[src/rtl/rc4_pkg.sv]
// Shared RC4 definitions for the task chain (init -> ksa -> prga).
// Provides the KSA state encoding, S array size, default key length and
// the key-byte selector used by the key-scheduling datapath.
package rc4_pkg;

  localparam int unsigned S_SIZE            = 256;
  localparam int unsigned DEFAULT_KEY_BYTES = 3;
  // Widest key the byte selector accepts; callers zero-extend narrower keys.
  localparam int unsigned KEY_MAX_BYTES     = 32;

  typedef enum logic [2:0] {
    IDLE,
    RD_I,
    WT_I,
    RD_J,
    WT_J,
    WR_I,
    WR_J
  } ksa_state_t;

  // Byte k of an nbytes-long key, byte 0 being the most significant byte.
  function automatic logic [7:0] key_byte(
    input logic [8*KEY_MAX_BYTES-1:0] key,
    input int unsigned                nbytes,
    input logic [7:0]                 k
  );
    int unsigned idx;
    idx = nbytes - 1 - 32'(k);
    return key[8*idx +: 8];
  endfunction

endpackage

[src/rtl/ksa.sv]
// RC4 key-scheduling stage. Permutes the shared 256x8 S memory in place:
// for i = 0..255: j = j + S[i] + key[i mod KEY_BYTES]; swap S[i], S[j].
// Six cycles per iteration against a synchronous-read RAM.
//
// Ports:
//   clk     - clock, rising edge
//   rst_n   - asynchronous active-low reset
//   en      - start request, sampled only while rdy = 1
//   rdy     - 1 = idle, able to accept en
//   key     - secret key, byte 0 in the most significant byte
//   addr    - S memory address
//   rddata  - S memory read data, valid one cycle after addr
//   wrdata  - S memory write data
//   wren    - S memory write enable
module ksa
  import rc4_pkg::*;
#(
  parameter int unsigned KEY_BYTES = DEFAULT_KEY_BYTES
) (
  input  logic                   clk,
  input  logic                   rst_n,
  input  logic                   en,
  output logic                   rdy,
  input  logic [8*KEY_BYTES-1:0] key,
  output logic [7:0]             addr,
  input  logic [7:0]             rddata,
  output logic [7:0]             wrdata,
  output logic                   wren
);

  ksa_state_t state_q, state_d;

  logic [8*KEY_BYTES-1:0]   key_q;
  logic [8*KEY_MAX_BYTES-1:0] key_ext;
  logic [7:0] i_q, j_q, k_q, si_q, sj_q;
  logic [7:0] kb;

  always_comb begin
    key_ext                  = '0;
    key_ext[8*KEY_BYTES-1:0] = key_q;
    kb                       = key_byte(key_ext, KEY_BYTES, k_q);
  end

  always_ff @(posedge clk or negedge rst_n) begin
    if (!rst_n) begin
      state_q <= IDLE;
    end else begin
      state_q <= state_d;
    end
  end

  // Outputs decode from state and registers only; rddata never reaches
  // addr/wren combinationally.
  always_comb begin
    state_d = state_q;
    addr    = '0;
    wrdata  = '0;
    wren    = 1'b0;
    case (state_q)
      IDLE: begin
        if (en) state_d = RD_I;
      end
      RD_I: begin
        addr    = i_q;
        state_d = WT_I;
      end
      WT_I: begin
        addr    = i_q;
        state_d = RD_J;
      end
      RD_J: begin
        addr    = j_q;
        state_d = WT_J;
      end
      WT_J: begin
        addr    = j_q;
        state_d = WR_I;
      end
      WR_I: begin
        addr    = i_q;
        wrdata  = sj_q;
        wren    = 1'b1;
        state_d = WR_J;
      end
      WR_J: begin
        addr    = j_q;
        wrdata  = si_q;
        wren    = 1'b1;
        state_d = (i_q == 8'hFF) ? IDLE : RD_I;
      end
      default: state_d = IDLE;
    endcase
  end

  assign rdy = (state_q == IDLE);

  always_ff @(posedge clk or negedge rst_n) begin
    if (!rst_n) begin
      key_q <= '0;
      i_q   <= '0;
      j_q   <= '0;
      k_q   <= '0;
      si_q  <= '0;
      sj_q  <= '0;
    end else begin
      case (state_q)
        IDLE: begin
          if (en) begin
            key_q <= key;
            i_q   <= '0;
            j_q   <= '0;
            k_q   <= '0;
          end
        end
        WT_I: begin
          si_q <= rddata;
          j_q  <= j_q + rddata + kb;
        end
        WT_J: begin
          sj_q <= rddata;
        end
        WR_J: begin
          // i wraps 255 -> 0 on the final iteration; it is cleared on start anyway.
          i_q <= i_q + 8'd1;
          k_q <= (k_q == 8'(KEY_BYTES - 1)) ? 8'd0 : k_q + 8'd1;
        end
        default: ;
      endcase
    end
  end

endmodule
[config.mk]
export PLATFORM = sky130hd
export DESIGN_NAME = ksa
export DESIGN_NICKNAME = d
export VERILOG_FILES = /design/src/rtl/rc4_pkg.sv /design/src/rtl/ksa.sv
export SDC_FILE = /design/constraint.sdc
export NUM_CORES = 1
export LEC_CHECK = 0
export CORE_MARGIN = 3
export CORE_UTILIZATION = 50
export DETAILED_ROUTE_END_ITERATION = 10
export PLACE_DENSITY = 0.77
export RECOVER_POWER = 25
export SYNTH_ARGS = -nofsm -noshare
export SYNTH_HDL_FRONTEND = slang
export SYNTH_SLANG_ARGS = --single-unit
[constraint.sdc]
create_clock -name clk -period 3.85 [get_ports clk]
set_input_delay 0.77 -clock clk [delete_from_list [all_inputs] [get_ports clk]]
set_output_delay 0.77 -clock clk [all_outputs]
set_load 0.02 [all_outputs]
==> results.sh, run 1 <==
export IMPL_status="finished, violations left"
export IMPL_failed_checks="max-capacitance violations, max-slew violations"
export IMPL_worstPathRequired_ps=4050
export IMPL_hold_class="flop to flop"
export IMPL_routed_wl_um=8216
export IMPL_grt_setup_unrepaired="no"
export IMPL_power_mw=3.712
export IMPL_powerDensity_mw_per_mm2=815.6
export IMPL_gp_congestion=0.8265
export IMPL_use_met3_pct=3.620
export IMPL_drtIter0Drc=153
export IMPL_maxCapViolCount=1
export IMPL_clk_pin_slew_worst_paths_ps=70
export IMPL_ir_drop_mv=0.3188
export IMPL_post_dp_hpwl_um=6121
export IMPL_tns_ps=0
export IMPL_switching_share_pct=41.37
export IMPL_finalHoldViolCount=0
export IMPL_nets=516
export IMPL_cts_sinks=67
export IMPL_netlist_instances=420
export IMPL_synth_avg_cell_area_sq_um=9.047
export IMPL_cts_buffer_depth=2
export IMPL_drc_errors=0
export IMPL_grt_max_degree=36
export IMPL_synth_area_sq_mm=0.003800
export IMPL_htreeDepth=3
export IMPL_antenna_left=0
export IMPL_drive_above_1_share_pct=6.823
export IMPL_p_switching_mw=1.536
export IMPL_grt_usage_pct=20.33
export IMPL_pwr_share_clk_pct=15.8
export IMPL_mappedNetlistNets=472
export IMPL_fin_util_pct=62.09
export IMPL_cp_arrival_ps=3790
export IMPL_root_buffer="clkbuf_8"
export IMPL_port_buffers=52
export IMPL_grt_use_met1_pct=27.16
export IMPL_vias=3093
export IMPL_fin_crit_ps=3587
export IMPL_cp_max_fo=8
export IMPL_area_delta_synth_final_pct=19.79
export IMPL_synth_edff_count=0
export IMPL_worst_pin_slew_ps=1822
export IMPL_ios=53
export IMPL_grt_first_pass_wirelength_um=14010
export IMPL_start_util_pct=51.83
export IMPL_grtUsageMet2_pct=32.51
export IMPL_report_final_slew_viol_count=36
export IMPL_fp_dieW_um=93.18
export IMPL_synthArstFlopShare_pct=100.0
export IMPL_worstSetupPathType="flop to flop"
export IMPL_period_share_pct=93.17
export IMPL_combPwrFrac_pct=51.2
export IMPL_grt_overflow=0
export IMPL_grt_antenna_before_repair=0
export IMPL_wire_per_inst_um=14.46
export IMPL_synth_flop_cell="dfrtp_1"
export IMPL_gr_max_usage_layer="met2"
export IMPL_setup_violations=0
export IMPL_viasPerCell=5.445
export IMPL_p_seq_share_pct=33.0
export IMPL_firstDrtPassIters=6
export IMPL_maxSlewHeadroom_pct=-21.46
export IMPL_p_leak_nw=2.080
export IMPL_clock_skew_ps=10.33
export IMPL_yosysWarningCount=0
export IMPL_internal_power_mw=2.177
export IMPL_die_area_sq_mm=0.008682
export IMPL_worstSetupStartpointType="flop"
export IMPL_core_sq_mm=0.007331
export IMPL_clk_insertion_delay_late_ps=350
export IMPL_diodes=0
export IMPL_dieHeight_um=93.18
export IMPL_cp_end_kind="flop"
export IMPL_num_rows=31
export IMPL_postCtsHoldBufs=0
export IMPL_cts_tree="yes"
export IMPL_max_freq_mhz=278.8
export IMPL_synth_distinct_cells=42
export IMPL_ys_ff_latch=67
export IMPL_grt_pass1_vias=3017
export IMPL_synth_seq_area_share_pct=44.12
export IMPL_cts_buffers=9
final timing paths:
| check | start | endpoint | depth (start not counted) | slack (ps) |
|---|---|---|---|---|
| setup / recovery | k_q[0]$_DFFE_PN0P_ | j_q[7]$_DFFE_PN0P_ | 15 | 260 |
| hold / removal | si_q[7]$_DFFE_PN0P_ | si_q[7]$_DFFE_PN0P_ | 2 | 480 |
| setup reg to reg | k_q[0]$_DFFE_PN0P_ | j_q[7]$_DFFE_PN0P_ | 15 | 260 |
| hold reg to reg | si_q[7]$_DFFE_PN0P_ | si_q[7]$_DFFE_PN0P_ | 2 | 480 |
| max in group asynchronous | rst_n | key_q[8]$_DFFE_PN0P_ | 2 | 1320 |
| min in group asynchronous | rst_n | i_q[7]$_DFFE_PN0P_ | 1 | 900 |
flip-flops by register name, summed over array words and instances, names as in the netlist:
name     flops
state_q      3
k_q          8
key_q       24
j_q          8
i_q          8
sj_q         8
si_q         8
power groups by stage:
stage	registers (mW)	clock network [mW]	logic, mW
floorplan	1.12	0	1.52
global route	1.26	0.628	2.14
detailed placement	1.23	0	1.90
finish	1.23	0.585	1.90
CTS	1.22	0.595	1.92
global placement	1.22	0	1.82
critical path, stage by stage, from the launching register on:
cell and delay, ps:
dfrtp_1 470, inv_1 80, ha_1 460, mux2i_1 210, o21ai_0 80, and2_1 180, fa_1 490, ha_1 180
inv_1 60, fa_1 390, nor2b_1 180, nor3_2 60, o21bai_1 130, a21oi_1 80, xnor3_1 350, o21ai_1 50
area by class of cell:
type / instances / area [sq um]
tap: 99 / 123.9
inverter: 6 / 22.52
timing repair buffer: 58 / 556.8
clock inverter: 6 / 65.06
multi-input combinational: 322 / 1969
clock buffer: 10 / 137.6
sequential: 67 / 1677
fill: 596 / 2779
kinds of logic after synthesis:
kind of cell	share of synthesized area, %
adders and majority gates	7.178
xor gates and xnor gates	2.437
DFF	44.12
and+or+nand+nor	23.12
buffers and inverters	4.116
AOI/OAI and AO/OA	12.18
muxes	6.849
cell usage in the layout (no fill, tap or decap), types with 3 or more instances in the layout:
master           netlist  routed
o21ai_0               22      22
fa_1                   8       8
nand4_1                4       4
nor2_1                10      10
nand2b_1               4       4
clkbuf_8               0      10
nand2_1              123     123
xnor2_1                3       3
nor2b_1               15      14
clkdlybuf4s50_1        0      50
dfrtp_1               67      67
mux2_1                 6       6
buf_4                  5       5
ha_1                   9       9
o21ai_1               24      24
mux2i_1               17      17
nand3_1               17      17
and2_1                10      10
and3_1                 3       3
inv_1                  6       6
a22oi_1               17      17
a21oi_1                4       4
xor2_1                 5       5
synth_stat cells (5+ instances only):
library cell	instances	share of area (%)
clkbuf_1	7	0.69
xor2_1	5	1.2
nand2_1	123	12
inv_1	6	0.59
buf_2	11	1.4
nor2b_1	15	2.5
fa_1	8	4.2
mux2i_1	17	4.5
dfrtp_1	67	44
mux2_1	6	1.8
ha_1	9	3.0
nand3_1	17	2.2
nor2_1	10	0.99
a22oi_1	17	3.4
o21ai_0	22	2.9
o21ai_1	24	3.2
and2_1	10	1.6
buf_4	5	0.99
per-layer routing:
layer,routed length [um],vias up
li1,-,1506
met5,0,-
met1,3750,1485
met4,174,0
met3,331,18
met2,3960,84
what timing repair did:
action	in CTS	in global routing
endpoints found under the setup margin	0	1
setup buffers	0	0
gates resized for setup	0	1
stage by stage:
stage | cell area (sq um) | instances | hold slack (ps) | setup slack (ps)
2_1_floorplan | 3800 | 420 | 445.0 | 235.5
3_3_place_gp | 4350 | 552 | 459.0 | 352.7
3_5_place_dp | 4350 | 552 | 464.3 | 201.5
4_1_cts | 4553 | 568 | 482.7 | 160.6
5_1_grt | 4552 | 568 | 504.6 | 5.780
6_report | 4552 | 568 | 483.9 | 262.9
(Power assumes the default switching activity.)
==> run 2, diff against run 1 <==
- CORE_UTILIZATION: 50 -> 30
- PLACE_DENSITY: 0.77 -> unset
- clock period: 3.85 -> 3.3 ns (I/O delays scaled with it)
==> results.sh, run 2 (synthesis gave the netlist of run 1 again) <==
export IMPL_grt_usage_pct=13.37
export IMPL_worstHoldStart="key_q[21]$_DFFE_PN0P_"
export IMPL_worstPathRequired_ps=3480
export IMPL_largest_register_ffs=24
export IMPL_diodes=0
export IMPL_fill_cells=1264
export IMPL_hold_class="flop to flop"
export IMPL_ir_drop_mv=0.3168
export IMPL_cts_buffers=9
export IMPL_worstSetupPathType="flop to flop"
export IMPL_cp_end_kind="flop"
export IMPL_drive_above_1_share_pct=11.48
export IMPL_ios=53
export IMPL_place_inst=625
export IMPL_nets=526
export IMPL_final_area_sq_mm=0.004875
export IMPL_r2r_setup_slack_ps=170
export IMPL_fp_dieW_um=118.5
export IMPL_viasPerCell=4.713
export IMPL_drc_errors=0
export IMPL_switching_share_pct=39.71
export IMPL_cp_arrival_ps=3310
export IMPL_clk_insertion_delay_late_ps=330
export IMPL_core_sq_mm=0.01221
export IMPL_period_share_pct=94.97
export IMPL_min_path_cells=2
export IMPL_r2r_end="j_q[7]$_DFFE_PN0P_"
export IMPL_hold_end="key_q[21]$_DFFE_PN0P_"
export IMPL_top_register="key_q"
export IMPL_worst_pin_slew_ps=1668
export IMPL_powerDensity_mw_per_mm2=989.6
export IMPL_post_dp_hpwl_um=6557
export IMPL_vias=3049
export IMPL_dieHeight_um=118.5
export IMPL_fin_crit_ps=3134
export IMPL_p_switching_mw=1.915
export IMPL_die_area_sq_mm=0.01405
export IMPL_maxSlewHeadroom_pct=-11.18
export IMPL_layout_common_cells="nand2_1, dfrtp_1, clkdlybuf4s50_1, o21ai_1, o21ai_0"
export IMPL_wire_per_inst_um=13.88
export IMPL_final_common_cell="nand2_1"
export IMPL_postCtsHoldBufs=0
export IMPL_maxCapViolCount=1
export IMPL_grt_antenna_before_repair=0
export IMPL_internal_power_mw=2.909
export IMPL_status="finished, violations left"
export IMPL_crit_start="k_q[1]$_DFFE_PN0P_"
export IMPL_start_util_pct=31.12
export IMPL_timing_rr_start="k_q[1]$_DFFE_PN0P_"
export IMPL_worstSetupStartpointType="flop"
export IMPL_grt_first_pass_wirelength_um=15360
export IMPL_p_seq_share_pct=29.4
export IMPL_grt_pass1_vias=3056
export IMPL_dpl_instance_area_sq_mm=0.004474
export IMPL_cp_max_fo=7
export IMPL_cts_buffer_depth=2
export IMPL_r2r_cells=15
export IMPL_finalHoldViolCount=0
export IMPL_combPwrFrac_pct=50.8
export IMPL_fin_util_pct=39.92
export IMPL_gp_congestion=0.8175
export IMPL_setup_violations=0
export IMPL_power_mw=4.824
export IMPL_routed_wl_um=8983
export IMPL_p_leak_nw=2.182
export IMPL_area_delta_synth_final_pct=28.28
export IMPL_cts_tree="yes"
export IMPL_port_buffers=52
export IMPL_htreeDepth=3
export IMPL_tns_ps=0
export IMPL_root_buffer="clkbuf_16"
export IMPL_firstDrtPassIters=5
export IMPL_drtIter0Drc=148
export IMPL_antenna_left=0
export IMPL_clock_skew_ps=5.432
export IMPL_pwr_share_clk_pct=19.8
export IMPL_max_freq_mhz=319.1
export IMPL_grt_overflow=0
export IMPL_cts_sinks=67
export IMPL_report_final_slew_viol_count=68
export IMPL_layoutNonFillerInstCount=647
export IMPL_failed_checks="max-capacitance violations, max-slew violations"
export IMPL_grt_max_degree=68
export IMPL_clk_pin_slew_worst_paths_ps=60
export IMPL_num_rows=40
-- run 2: cell types whose count changed in the layout (fill, tap and decap cells not counted), sizes merged --
cell and delta:
clkdlybuf4s50 +1, clkinv -1, dlygate4sd3 -1, buf +11
-- run 2: through the flow --
step | worst slack, ps | hold slack [ps]
4_1_cts | 17.47 | 478.3
5_1_grt | -3.648 | 508.3
3_5_place_dp | -24.88 | 464.9
2_1_floorplan | 26.63 | 364.4
6_report | 166.1 | 473.2
3_3_place_gp | 112.0 | 458.9
-- run 2: routing by layer --
metal  up-vias  wire length, um  GRT usage [%]
met2        73             3997          19.86
met4         0              209          5.648
met3        19              367          3.014
met5         -                0              0
li1       1521                -              -
met1      1436             4409          18.72
-- run 2: critical path, stage by stage, from the launching register on --
cell and delay, ps:
dfrtp_2 450, ha_4 190, nand2_1 70, o21ai_0 90, a31o_2 280, and2_4 150
fa_1 480, ha_2 170, inv_1 60, fa_2 390, nor2b_4 130, nor3_2 50
o21bai_1 120, a21oi_1 90, xnor3_1 200, o21ai_1 60
-- run 2: layout make-up --
| class | instances | area, sq um | area share (%) |
|---|---|---|---|
| repair buffers | 68 | 636.9 | 13.06 |
| multi-input cells | 322 | 2031 | 41.66 |
| clock buffers | 11 | 242.7 | 4.979 |
| well taps | 168 | 210.2 | 4.312 |
| inverters | 6 | 22.52 | 0.4620 |
| clock inverters | 5 | 52.55 | 1.078 |
| flip-flops and latches | 67 | 1679 | 34.45 |
-- run 2: power groups by stage --
stage	combinational, mW	clock (mW)	sequential (mW)
after floorplan	1.80	0	1.31
after global placement	2.23	0	1.41
after detailed placement	2.32	0	1.43
after CTS	2.35	0.972	1.41
after global routing	2.76	1.01	1.48
final	2.45	0.956	1.42
-- run 2: worst max path at each step --
stage | endpoint | slack (ps) | cells past startpoint
floorplan | j_q[7]$_DFFE_PN0P_ | 30 | 19
CTS | j_q[7]$_DFFE_PN0P_ | 20 | 14
global placement | j_q[6]$_DFFE_PN0P_ | 110 | 14
global route | j_q[7]$_DFFE_PN0P_ | -4 | 15
detailed placement | j_q[7]$_DFFE_PN0P_ | -20 | 16
finish | j_q[7]$_DFFE_PN0P_ | 170 | 15
-- run 2: what timing repair did --
action                                  CTS  global route
endpoints found under the hold margin     0             0
endpoints found under the setup margin    2             7
gates resized for setup                   3            14
pin swaps                                 0             4
buffers inserted                          2             4
==> run 3, diff against run 2 <==
- CORE_MARGIN: 3 -> 8
- CTS_CLUSTER_SIZE: unset -> 8
==> results.sh, run 3 (synthesis gave the netlist of run 1 again) <==
export IMPL_period_share_pct=98.21
export IMPL_cp_arrival_ps=3490
export IMPL_maxCapViolCount=1
export IMPL_clk_insertion_delay_late_ps=330
export IMPL_viasPerCell=4.671
export IMPL_grt_first_pass_wirelength_um=15750
export IMPL_p_leak_nw=2.235
export IMPL_grt_antenna_before_repair=0
export IMPL_max_freq_mhz=308.5
export IMPL_route_met2_wl_um=4516
export IMPL_cp_max_fo=6
export IMPL_htreeDepth=3
export IMPL_worstSetupStartpointType="flop"
export IMPL_cts_sinks=67
export IMPL_worstSetupPathType="flop to flop"
export IMPL_gp_congestion=0.8521
export IMPL_grt_max_degree=36
export IMPL_fp_dieW_um=128.5
export IMPL_failed_checks="max-capacitance violations, max-slew violations"
export IMPL_ios=53
export IMPL_dpl_instance_area_sq_mm=0.004514
export IMPL_ir_drop_mv=0.3346
export IMPL_routed_wl_um=9552
export IMPL_cp_end_kind="flop"
export IMPL_hold_class="flop to flop"
export IMPL_cts_buffer_depth=2
export IMPL_port_buffers=52
export IMPL_final_common_cell="nand2_1"
export IMPL_report_final_slew_viol_count=35
export IMPL_wire_per_inst_um=14.47
export IMPL_clk_pin_slew_worst_paths_ps=60
export IMPL_antenna_left=0
export IMPL_powerDensity_mw_per_mm2=1034
export IMPL_postCtsHoldBufs=0
export IMPL_min_path_cells=2
export IMPL_top_layer_used="met4"
export IMPL_post_dp_hpwl_um=7024
export IMPL_final_area_sq_mm=0.005001
export IMPL_r2r_cells=14
export IMPL_hold_end="key_q[13]$_DFFE_PN0P_"
export IMPL_diodes=0
export IMPL_start_util_pct=30.36
export IMPL_fin_crit_ps=3241
export IMPL_power_mw=5.171
export IMPL_finalHoldViolCount=0
export IMPL_core_sq_mm=0.01252
export IMPL_die_area_sq_mm=0.01652
export IMPL_grt_setup_unrepaired="yes"
export IMPL_setup_violations=0
export IMPL_firstDrtPassIters=7
export IMPL_status="finished, violations left"
export IMPL_vias=3083
export IMPL_drive_above_1_share_pct=14.55
export IMPL_r2r_setup_slack_ps=60
export IMPL_drc_errors=0
export IMPL_wl_met3_um=531
export IMPL_top_register="key_q"
export IMPL_r2r_end="j_q[7]$_DFFE_PN0P_"
export IMPL_cts_tree="yes"
export IMPL_grt_overflow=0
export IMPL_num_rows=41
export IMPL_m1WireLength_um=4394
export IMPL_area_delta_synth_final_pct=31.61
export IMPL_layout_common_cells="nand2_1, dfrtp_1, clkdlybuf4s50_1, o21ai_1, buf_4"
export IMPL_nets=535
export IMPL_worstHoldStart="key_q[13]$_DFFE_PN0P_"
export IMPL_cts_buffers=9
export IMPL_grt_pass1_vias=3142
export IMPL_largest_register_ffs=24
export IMPL_dieHeight_um=128.5
export IMPL_root_buffer="clkbuf_16"
export IMPL_timing_rr_start="k_q[1]$_DFFE_PN0P_"
export IMPL_drtIter0Drc=291
export IMPL_worst_pin_slew_ps=1820
export IMPL_clock_skew_ps=3.469
export IMPL_grt_usage_pct=11.89
export IMPL_maxSlewHeadroom_pct=-21.34
export IMPL_worstPathRequired_ps=3550
==> run 3: cell count changes in the layout (fill, tap and decap cells not counted), moves of 2 or more <==
cell / previous run / this run
o21ai_0: 21 / 17
inv_2: 1 / 3
fa_1: 7 / 5
and2_1: 9 / 6
buf_4: 14 / 22
inv_1: 5 / 3
fa_2: 1 / 3
and2_4: 1 / 4
o21ai_1: 25 / 29
clkinv_2: 3 / 1
==> run 3: power breakdown <==
part           switching (mW)  internal (mW)  leakage (nW)
Combinational            1.41           1.33          1.23
Clock                   0.356          0.681         0.155
Sequential              0.253           1.14         0.852
==> run 3: cell type report <==
class / count / area (sq um)
fill: 1281 / 7516
multi-input combinational: 322 / 2049
sequential: 67 / 1679
timing repair buffer: 77 / 706.9
clock buffer: 10 / 239.0
tap: 172 / 215.2
clock inverter: 6 / 88.84
inverter: 6 / 22.52
==> run 3: worst max-delay path by stage <==
| stage | start | end | slack (ps) | cells past startpoint |
|---|---|---|---|---|
| 2_1_floorplan | k_q[0]$_DFFE_PN0P_ | j_q[7]$_DFFE_PN0P_ | 30 | 19 |
| 3_5_place_dp | k_q[0]$_DFFE_PN0P_ | j_q[7]$_DFFE_PN0P_ | -80 | 14 |
| 3_3_place_gp | k_q[0]$_DFFE_PN0P_ | j_q[7]$_DFFE_PN0P_ | 50 | 14 |
| 4_1_cts | k_q[1]$_DFFE_PN0P_ | j_q[7]$_DFFE_PN0P_ | 30 | 15 |
| 6_report | k_q[1]$_DFFE_PN0P_ | j_q[7]$_DFFE_PN0P_ | 60 | 14 |
| 5_1_grt | k_q[1]$_DFFE_PN0P_ | j_q[7]$_DFFE_PN0P_ | -50 | 14 |
==> run 3: worst max-delay path, cell delays in order (launching register included) <==
cell	delay (ps)
dfrtp_2	460
ha_4	190
nand2_2	70
o21ai_1	70
a31o_2	300
buf_4	140
and2_4	150
fa_2	590
ha_4	210
nor2b_4	130
nor3_2	190
o21bai_1	100
a21oi_1	180
xnor3_1	240
o21ai_1	120
==> run 3: repair_timing <==
| item | 4_1_cts | 5_1_grt |
|---|---|---|
| resized for setup | 4 | 25 |
| pin swaps | 0 | 19 |
| endpoints found under the setup margin | 2 | 2 |
| buffers inserted | 1 | 11 |
==> run 3: metrics by stage <==
step                cells  hold WS [ps]  setup slack (ps)  util, %  setup TNS (ps)
CTS                   649         448.4             33.09    38.87               0
finish                660         474.2             58.97    39.95               0
detailed placement    632         465.0            -75.12    36.07          -75.12
floorplan             420         364.4             26.63        -               0
global placement      632         461.4             52.82    36.07               0
global route          660         488.2            -54.46    39.95          -54.46
==> run 3: layer usage <==
layer  vias up  track usage, %
met5         -               0
met4         0           3.317
met1      1461           15.31
li1       1538               -
met3        10           3.517
met2        74           18.97
